`config.mk`:
```
export PLATFORM = sky130hd
export DESIGN_NAME = multi_core_trap_monitor
export DESIGN_NICKNAME = d
export VERILOG_FILES = /design/src/rtl/multi_core_trap_monitor.sv
export SDC_FILE = /design/constraint.sdc
export NUM_CORES = 1
export LEC_CHECK = 0
export CORE_MARGIN = 1.5
export CORE_UTILIZATION = 30
export CTS_BUF_LIST = sky130_fd_sc_hd__clkbuf_4
export CTS_CLUSTER_SIZE = 12
export DETAILED_ROUTE_END_ITERATION = 12
export SLEW_MARGIN = 10
export SYNTH_ARGS = -nofsm -noshare
export SYNTH_HDL_FRONTEND = slang
export SYNTH_SLANG_ARGS = --single-unit
```
`constraint.sdc`:
```
create_clock -name clk -period 3 [get_ports clk]
set_input_delay 0.3 -clock clk [delete_from_list [all_inputs] [get_ports clk]]
set_output_delay 0.3 -clock clk [all_outputs]
set_load 0.01 [all_outputs]
```
`src/rtl/multi_core_trap_monitor.sv`:
```
// rtl/multi_core_trap_monitor.sv - first-trap / no-progress watchdog report monitor for a multi-core simulation
module multi_core_trap_monitor #(
  parameter int NUM_CORES = 2,
  parameter int XLEN      = 64,
  parameter int CNT_W     = 64,
  parameter int TIMEOUT   = 5000
) (
  input  logic                                                clk,
  input  logic                                                reset_n,
  input  logic [NUM_CORES-1:0]                                trap_valid,
  input  logic [NUM_CORES*32-1:0]                             trap_code,
  input  logic [NUM_CORES*XLEN-1:0]                           trap_pc,
  input  logic [NUM_CORES*3-1:0]                              commit_num,
  output logic                                                report_valid,
  input  logic                                                report_ready,
  output logic [((NUM_CORES > 1) ? $clog2(NUM_CORES) : 1)-1:0] report_core,
  output logic [31:0]                                         report_code,
  output logic [XLEN-1:0]                                     report_pc,
  output logic [CNT_W-1:0]                                    report_cycles,
  output logic [CNT_W-1:0]                                    report_instrs,
  output logic                                                report_timeout,
  output logic                                                done
);

  localparam int CORE_W = (NUM_CORES > 1) ? $clog2(NUM_CORES) : 1;
  localparam int IDLE_W = $clog2(TIMEOUT + 1);

  typedef enum logic [1:0] {
    S_RUN    = 2'd0,
    S_REPORT = 2'd1,
    S_DONE   = 2'd2
  } state_t;

  state_t state, next_state;

  logic [CNT_W-1:0]  cycle_cnt, cycle_inc;
  logic [CNT_W-1:0]  instr_cnt  [NUM_CORES];
  logic [CNT_W-1:0]  instr_next [NUM_CORES];
  logic [CNT_W+2:0]  instr_sum;
  logic [IDLE_W-1:0] idle_cnt, idle_inc;
  logic              any_commit, trap_any, idle_fire;
  logic [CORE_W-1:0] sel_core;
  logic [31:0]       sel_code;
  logic [XLEN-1:0]   sel_pc;
  logic [CNT_W-1:0]  sel_instrs;

  // Counter values as they will stand after this cycle; the report latches these.
  always_comb begin
    any_commit = |commit_num;
    cycle_inc  = (&cycle_cnt) ? cycle_cnt : cycle_cnt + CNT_W'(1);
    idle_inc   = idle_cnt + IDLE_W'(1);
    idle_fire  = !any_commit && (idle_inc >= IDLE_W'(TIMEOUT));
    instr_sum  = '0;
    for (int i = 0; i < NUM_CORES; i++) begin
      instr_sum     = (CNT_W+3)'(instr_cnt[i]) + (CNT_W+3)'(commit_num[3*i +: 3]);
      instr_next[i] = (|instr_sum[CNT_W+2:CNT_W]) ? {CNT_W{1'b1}} : instr_sum[CNT_W-1:0];
    end
  end

  // Walk from the top index down so the lowest asserting core wins.
  always_comb begin
    trap_any   = |trap_valid;
    sel_core   = '0;
    sel_code   = '0;
    sel_pc     = '0;
    sel_instrs = '0;
    for (int i = NUM_CORES - 1; i >= 0; i--) begin
      if (trap_valid[i]) begin
        sel_core   = CORE_W'(i);
        sel_code   = trap_code[32*i +: 32];
        sel_pc     = trap_pc[XLEN*i +: XLEN];
        sel_instrs = instr_next[i];
      end
    end
  end

  always_ff @(posedge clk or negedge reset_n) begin
    if (!reset_n) begin
      state <= S_RUN;
    end else begin
      state <= next_state;
    end
  end

  always_comb begin
    next_state = state;
    case (state)
      S_RUN:    if (trap_any || idle_fire) next_state = S_REPORT;
      S_REPORT: if (report_ready) next_state = S_DONE;
      S_DONE:   next_state = S_DONE;
      default:  next_state = S_RUN;
    endcase
  end

  always_ff @(posedge clk or negedge reset_n) begin
    if (!reset_n) begin
      cycle_cnt      <= '0;
      idle_cnt       <= '0;
      for (int i = 0; i < NUM_CORES; i++) begin
        instr_cnt[i] <= '0;
      end
      report_core    <= '0;
      report_code    <= '0;
      report_pc      <= '0;
      report_cycles  <= '0;
      report_instrs  <= '0;
      report_timeout <= 1'b0;
    end else if (state == S_RUN) begin
      cycle_cnt <= cycle_inc;
      idle_cnt  <= any_commit ? '0 : idle_inc;
      for (int i = 0; i < NUM_CORES; i++) begin
        instr_cnt[i] <= instr_next[i];
      end
      if (trap_any) begin
        report_core    <= sel_core;
        report_code    <= sel_code;
        report_pc      <= sel_pc;
        report_cycles  <= cycle_inc;
        report_instrs  <= sel_instrs;
        report_timeout <= 1'b0;
      end else if (idle_fire) begin
        report_core    <= '0;
        report_code    <= 32'hFFFF_FFFF;
        report_pc      <= '0;
        report_cycles  <= cycle_inc;
        report_instrs  <= instr_next[0];
        report_timeout <= 1'b1;
      end
    end
  end

  // Decoded straight from the state register, so reset drops them without a clock.
  assign report_valid = (state == S_REPORT);
  assign done         = (state == S_DONE);

endmodule
```
==> flow_summary.json, run 1 <==
{
  "insertion_delay_ps": 1020,
  "synth_cells": 2666,
  "setup_viol": 0,
  "drive_gt1_frac": 0.207,
  "yosysSeqAreaShare": 0.434,
  "ys.flop_type": "dfrtp_1",
  "synth_top_area_cell": "dfrtp_1",
  "arrival_ps": 3780,
  "fp-row-count": 105,
  "reg2reg_depth": 8,
  "antenna_found_initial": 4,
  "leakage_nw": 14.1,
  "grt_pass1_wl_um": 147000,
  "cts_tree": "done",
  "core-area_um2": 82200,
  "hp-start": "trap_pc[126]",
  "place.port_buffers": 430,
  "clockRootBuffer": "clkbuf_4",
  "powerDensity_nw_per_um2": 715,
  "dpl.hpwl_um": 69700,
  "synthTopCellsByCount": "433 x dfrtp_1, 180 x clkbuf_1, 171 x mux2_2, 161 x nor2_1, 151 x nor3_1",
  "final_cells": 4567,
  "antenna_left": 0,
  "numCtsBuffers": 133,
  "yosysMostFrequentCell": "dfrtp_1",
  "dp_slack_ps": -518,
  "ys_ff_latch": 433,
  "grt.overflow.total": 0,
  "crit_type": "flip-flop to flip-flop",
  "worstSetupStartpoint": "instr_cnt[77]$_DFFE_PN0N_",
  "grt_pass1_vias": 24022,
  "drc_errors": 0,
  "yosysWarnings": 0,
  "synthDominantCellAreaShare": 0.434,
  "die_x_um": 291,
  "place_congestion": 0.917,
  "cts_num_sinks": 433,
  "synthToLayoutAreaGrowth_pct": 40.6,
  "htreeDepth": 4,
  "holdWs_ps": 96.8,
  "p_switching_w": 0.00917,
  "grt.total_usage": 0.222,
  "yosys-top-cells-area": "dfrtp_1 43%, mux2_2 7.7%, xnor2_1 4.1%, nor3_1 3.0%, clkbuf_1 2.7%",
  "worst_pin_slew_ps": 722,
  "critPathMaxFanout": 16,
  "finalNetCount": 3619,
  "fin_ws_ps": 107,
  "timing.final.crit_share": 0.964,
  "period_needed_ps": 2890,
  "syn_avg_cell_area_um2": 9.36,
  "clkSlewWorstSetupHoldPaths_ps": 70,
  "vias_per_cell": 5.37,
  "synth_cell_types": 71,
  "sw_frac_of_total": 0.366,
  "num_vias": 24508,
  "cap_violations": 0,
  "slew_violations": 0,
  "fmax_ghz": 0.346,
  "hold_path_depth": 3,
  "synth_nets": 2883,
  "start_util": 0.303,
  "slew_headroom": 0.513,
  "ys_async_sr_fraction": 1.00,
  "combPwrFrac": 0.426,
  "fin_skew_ps": 67.5,
  "die_h_um": 291,
  "dieArea_um2": 84900,
  "power_frac_seq": 0.337,
  "drt-initial-drc-count": 2061,
  "hold_viol_final": 0,
  "dpl.cell_count": 4249,
  "r2r-start": "instr_cnt[77]$_DFFE_PN0N_",
  "ctsLongestPathBuffers": 3,
  "start_kind": "flip-flop",
  "dr.pass1.iters": 6,
  "critPathCaptureType": "flip-flop",
  "syn_area_um2": 24900,
  "rsz0062_at_grt": "no",
  "hold_class": "input pin to flip-flop",
  "io_pins": 431,
  "max-vdd-ir-drop_mv": 0.428,
  "worst_ep_required_time_ps": 3890,
  "wl_per_cell_um": 20.9,
  "synth-edff-count": 0,
  "totalWireLength_um": 95200,
  "status": "finished clean",
  "p_clk_frac": 0.237,
  "grt_max_degree": 99,
  "p_int_w": 0.0159
}
[logic make-up after synthesis]
logic type / share of synthesized area
AOI/OAI and AO/OA: 0.171
muxes: 0.0800
DFF: 0.434
buffers and inverters: 0.0475
xor gates and xnor gates: 0.0618
and+or+nand+nor: 0.198
adders and majority gates: 0.00762
[per-layer routing]
layer  vias up  track usage  share of wire
li1      11521            -              -
met1     11973        0.301           0.45
met2       840        0.352           0.47
met3       170       0.0460          0.057
met4         4       0.0697          0.026
met5         -            0        0.00025
[flip-flops by register name, indices dropped and copies added (netlist names)]
name / cells
instr_cnt: 128
cycle_cnt: 64
report_cycles: 64
report_instrs: 64
report_pc: 64
report_code: 32
idle_cnt: 13
state: 2
report_core: 1
report_timeout: 1
[metrics by stage]
| stage | area [um2] | total power [W] | util | TNS (ps) |
|---|---|---|---|---|
| 6_report | 35100 | 0.0251 | 0.427 | 0 |
| 5_1_grt | 35100 | 0.0265 | 0.427 | 0 |
| 4_1_cts | 35100 | 0.0254 | 0.426 | 0 |
| 3_5_place_dp | 32500 | 0.0191 | 0.396 | -51050 |
| 3_3_place_gp | 32500 | 0.0190 | 0.396 | -44370 |
| 2_1_floorplan | 24900 | 0.0131 | - | 0 |
[worst max-delay path, cell delays in order, from the launching register on]
cell     delay [ps]
dfrtp_1         440
nand3_1         170
or4_1           640
buf_4           210
or3_1           360
buf_4           200
o31a_1          240
nor3_1          400
o31ai_1         110
[worst paths after layout]
path                            slack [ps]                       endpoint
worst min-delay path                   100      report_pc[62]$_DFFE_PN0P_
min in group asynchronous              560  report_cycles[55]$_DFFE_PN0P_
worst min register to register         500  report_cycles[50]$_DFFE_PN0P_
worst max register to register         110  report_instrs[61]$_DFFE_PN0P_
max in group asynchronous             1830     instr_cnt[100]$_DFFE_PN0N_
worst max-delay path                   110  report_instrs[61]$_DFFE_PN0P_
[what timing repair did]
item                                    4_1_cts  5_1_grt
endpoints found under the setup margin        0      179
resized for setup                             0        2
hold buffers                                 87        0
buffers inserted                              0        1
endpoints found under the hold margin       483        0
[final cells by class]
cell class / instances / area [um2]
Inverter: 73 / 274
Multi-Input combinational cell: 1935 / 13000
Tap cell: 1070 / 1340
Timing Repair Buffer: 826 / 7940
Fill cell: 8094 / 47200
Sequential cell: 433 / 10800
Clock inverter: 39 / 254
Clock buffer: 185 / 1390
Antenna cell: 6 / 15.0
[cells in the final DEF (no fill, tap or decap), types with 27 or more instances in the layout]
master,instances
a211oi_1,35
a21oi_1,121
a22o_1,65
a22oi_1,29
a31oi_1,78
and3_1,50
and4_1,30
buf_12,34
buf_4,276
clkbuf_4,185
clkdlybuf4s50_1,428
dfrtp_1,433
dlygate4sd3_1,86
inv_1,72
mux2_2,171
nand2_1,133
nand3_1,96
nand4_1,93
nor2_1,159
nor3_1,150
nor4_1,78
o211ai_1,42
o21ai_0,117
o31ai_1,66
or3_1,27
or4_1,35
xnor2_1,118
xor2_1,58
[power by group through the flow]
stage               clock [W]  sequential (W)  combinational, W
detailed placement          0         0.00855            0.0106
finish                0.00594         0.00846            0.0107
floorplan                   0         0.00884           0.00428
CTS                   0.00615         0.00846            0.0107
global route          0.00649         0.00866            0.0114
global placement            0         0.00852            0.0105
Power figures use the tool's default switching activity.
==> inputs of run 2 (changes only) <==
- clock period: 3 -> 3.3 ns (I/O delays scaled with it)
==> run 2 against run 1 <==
Compared with the run above:
- clock power down 7.1%
- global-route usage shrank 0.53 points
- highest routed layer unchanged
- wire length decreased by 1.7%
==> flow_summary.json, run 2 (synthesis gave the netlist of run 1 again) <==
{
  "max-vdd-ir-drop_mv": 0.368,
  "hold_viol_final": 0,
  "regMostFlops": "instr_cnt",
  "place_congestion": 0.937,
  "grt_pass1_vias": 23201,
  "status": "finished clean",
  "slew_violations": 0,
  "reg2reg_depth": 7,
  "final_common_cell": "dfrtp_1",
  "timing.final.crit_share": 0.958,
  "io_pins": 431,
  "start_kind": "flip-flop",
  "cts_tree": "done",
  "htreeDepth": 4,
  "ctsLongestPathBuffers": 3,
  "holdWs_ps": 74.3,
  "die_x_um": 291,
  "clkSlewWorstSetupHoldPaths_ps": 70,
  "drc_errors": 0,
  "ctsResizeCount": 0,
  "cts_num_sinks": 433,
  "crit_type": "flip-flop to flip-flop",
  "fin_tns_setup_ps": 0,
  "fp-row-count": 105,
  "wl_met1_um": 41300,
  "top_layer": "met5",
  "fmax_ghz": 0.316,
  "wl_met3_um": 6250,
  "grt.total_usage": 0.216,
  "start_util": 0.303,
  "power_w": 0.0225,
  "worst_ep_required_time_ps": 4130,
  "die_h_um": 291,
  "place.port_buffers": 430,
  "dpl.hpwl_um": 67700,
  "antenna_found_initial": 6,
  "clockRootBuffer": "clkbuf_4",
  "num_vias": 24056,
  "dr.pass1.iters": 6,
  "worst_pin_slew_ps": 675,
  "fillers": 8136,
  "critPathMaxFanout": 7,
  "grt_pass1_wl_um": 143000,
  "fin_skew_ps": 70.4,
  "final_cell_mix": "433 x dfrtp_1, 428 x clkdlybuf4s50_1, 188 x clkbuf_4",
  "powerDensity_nw_per_um2": 671,
  "wl_met2_um": 43400,
  "wl_per_cell_um": 21.3,
  "numCtsBuffers": 131,
  "drt-initial-drc-count": 1994,
  "antenna_left": 0,
  "register_area_um2": 10800,
  "slew_headroom": 0.544,
  "vias_per_cell": 5.48,
  "core-area_um2": 82200,
  "multi_input_area_um2": 13000,
  "critPathCaptureType": "flip-flop",
  "setup_viol": 0,
  "synthToLayoutAreaGrowth_pct": 34.7,
  "hold_class": "input pin to async pin",
  "arrival_ps": 3990,
  "grt.overflow.total": 0,
  "leakage_nw": 13.3,
  "grt_max_degree": 98,
  "finalNetCount": 3449,
  "dieArea_um2": 84900,
  "drive_gt1_frac": 0.182,
  "largest_register_ffs": 128,
  "cap_violations": 0,
  "insertion_delay_ps": 1020,
  "period_needed_ps": 3160,
  "totalWireLength_um": 93600,
  "rsz0062_at_grt": "no"
}
==> run 2: cell types whose count changed in the layout (fill, tap and decap cells not counted), moves of 3 or more <==
cell / previous run / this run
buf_12: 34 / 27
clkinv_1: 23 / 14
buf_4: 276 / 168
clkbuf_4: 185 / 188
dlygate4sd3_1: 86 / 33
==> run 2: worst paths after layout <==
path,slack [ps],startpoint,end
min in group clk,80,trap_pc[69],report_pc[5]$_DFFE_PN0P_
hold / removal,70,reset_n,report_cycles[58]$_DFFE_PN0P_
setup reg to reg,140,instr_cnt[35]$_DFFE_PN0N_,report_instrs[61]$_DFFE_PN0P_
max in group asynchronous,2630,reset_n,report_pc[12]$_DFFE_PN0P_
hold reg to reg,500,report_timeout$_DFFE_PN0P_,report_timeout$_DFFE_PN0P_
setup / recovery,140,instr_cnt[35]$_DFFE_PN0N_,report_instrs[61]$_DFFE_PN0P_
==> run 2: through the flow <==
step | utilization | cells | area [um2] | setup WS [ps]
CTS | 0.408 | 4382 | 33600 | 296
detailed placement | 0.384 | 4135 | 31600 | -289
global route | 0.409 | 4387 | 33600 | 122
global placement | 0.384 | 4135 | 31600 | -267
floorplan | - | 2666 | 24900 | 301
finish | 0.409 | 4388 | 33600 | 139
==> run 2: worst max-delay path, cell delays in order (launching register included) <==
cell	delay, ps
dfrtp_1	460
nand4_1	330
or4b_1	640
or4_1	660
o21ai_0	200
nor3b_1	440
buf_4	190
o31ai_1	60
==> run 2: timing repair <==
action | CTS | global route
buffers inserted | 0 | 0
hold buffers | 34 | 0
endpoints found under the hold margin | 445 | 0
==> run 2: per-layer routing <==
layer | up-vias | GRT usage
met3 | 178 | 0.0432
li1 | 11160 | -
met4 | 4 | 0.0803
met1 | 11783 | 0.293
met5 | - | 0
met2 | 931 | 0.340
==> run 2: layout make-up <==
cell class / instances / area share
inverter: 73 / 0.00815
clock inverter: 25 / 0.00700
clock buffer: 188 / 0.0420
timing repair buffer: 658 / 0.192
sequential: 433 / 0.322
antenna: 6 / 0.000447
tap: 1070 / 0.0398
multi-input combinational: 1935 / 0.388
==> run 2: where the power goes <==
group	internal (W)	leakage, nW	total, W	switching, W
registers	0.00668	5.40	0.00772	0.00104
clock network	0.00298	0.974	0.00552	0.00254
logic	0.00466	6.91	0.00929	0.00463
total	0.0143	13.3	0.0225	0.00821
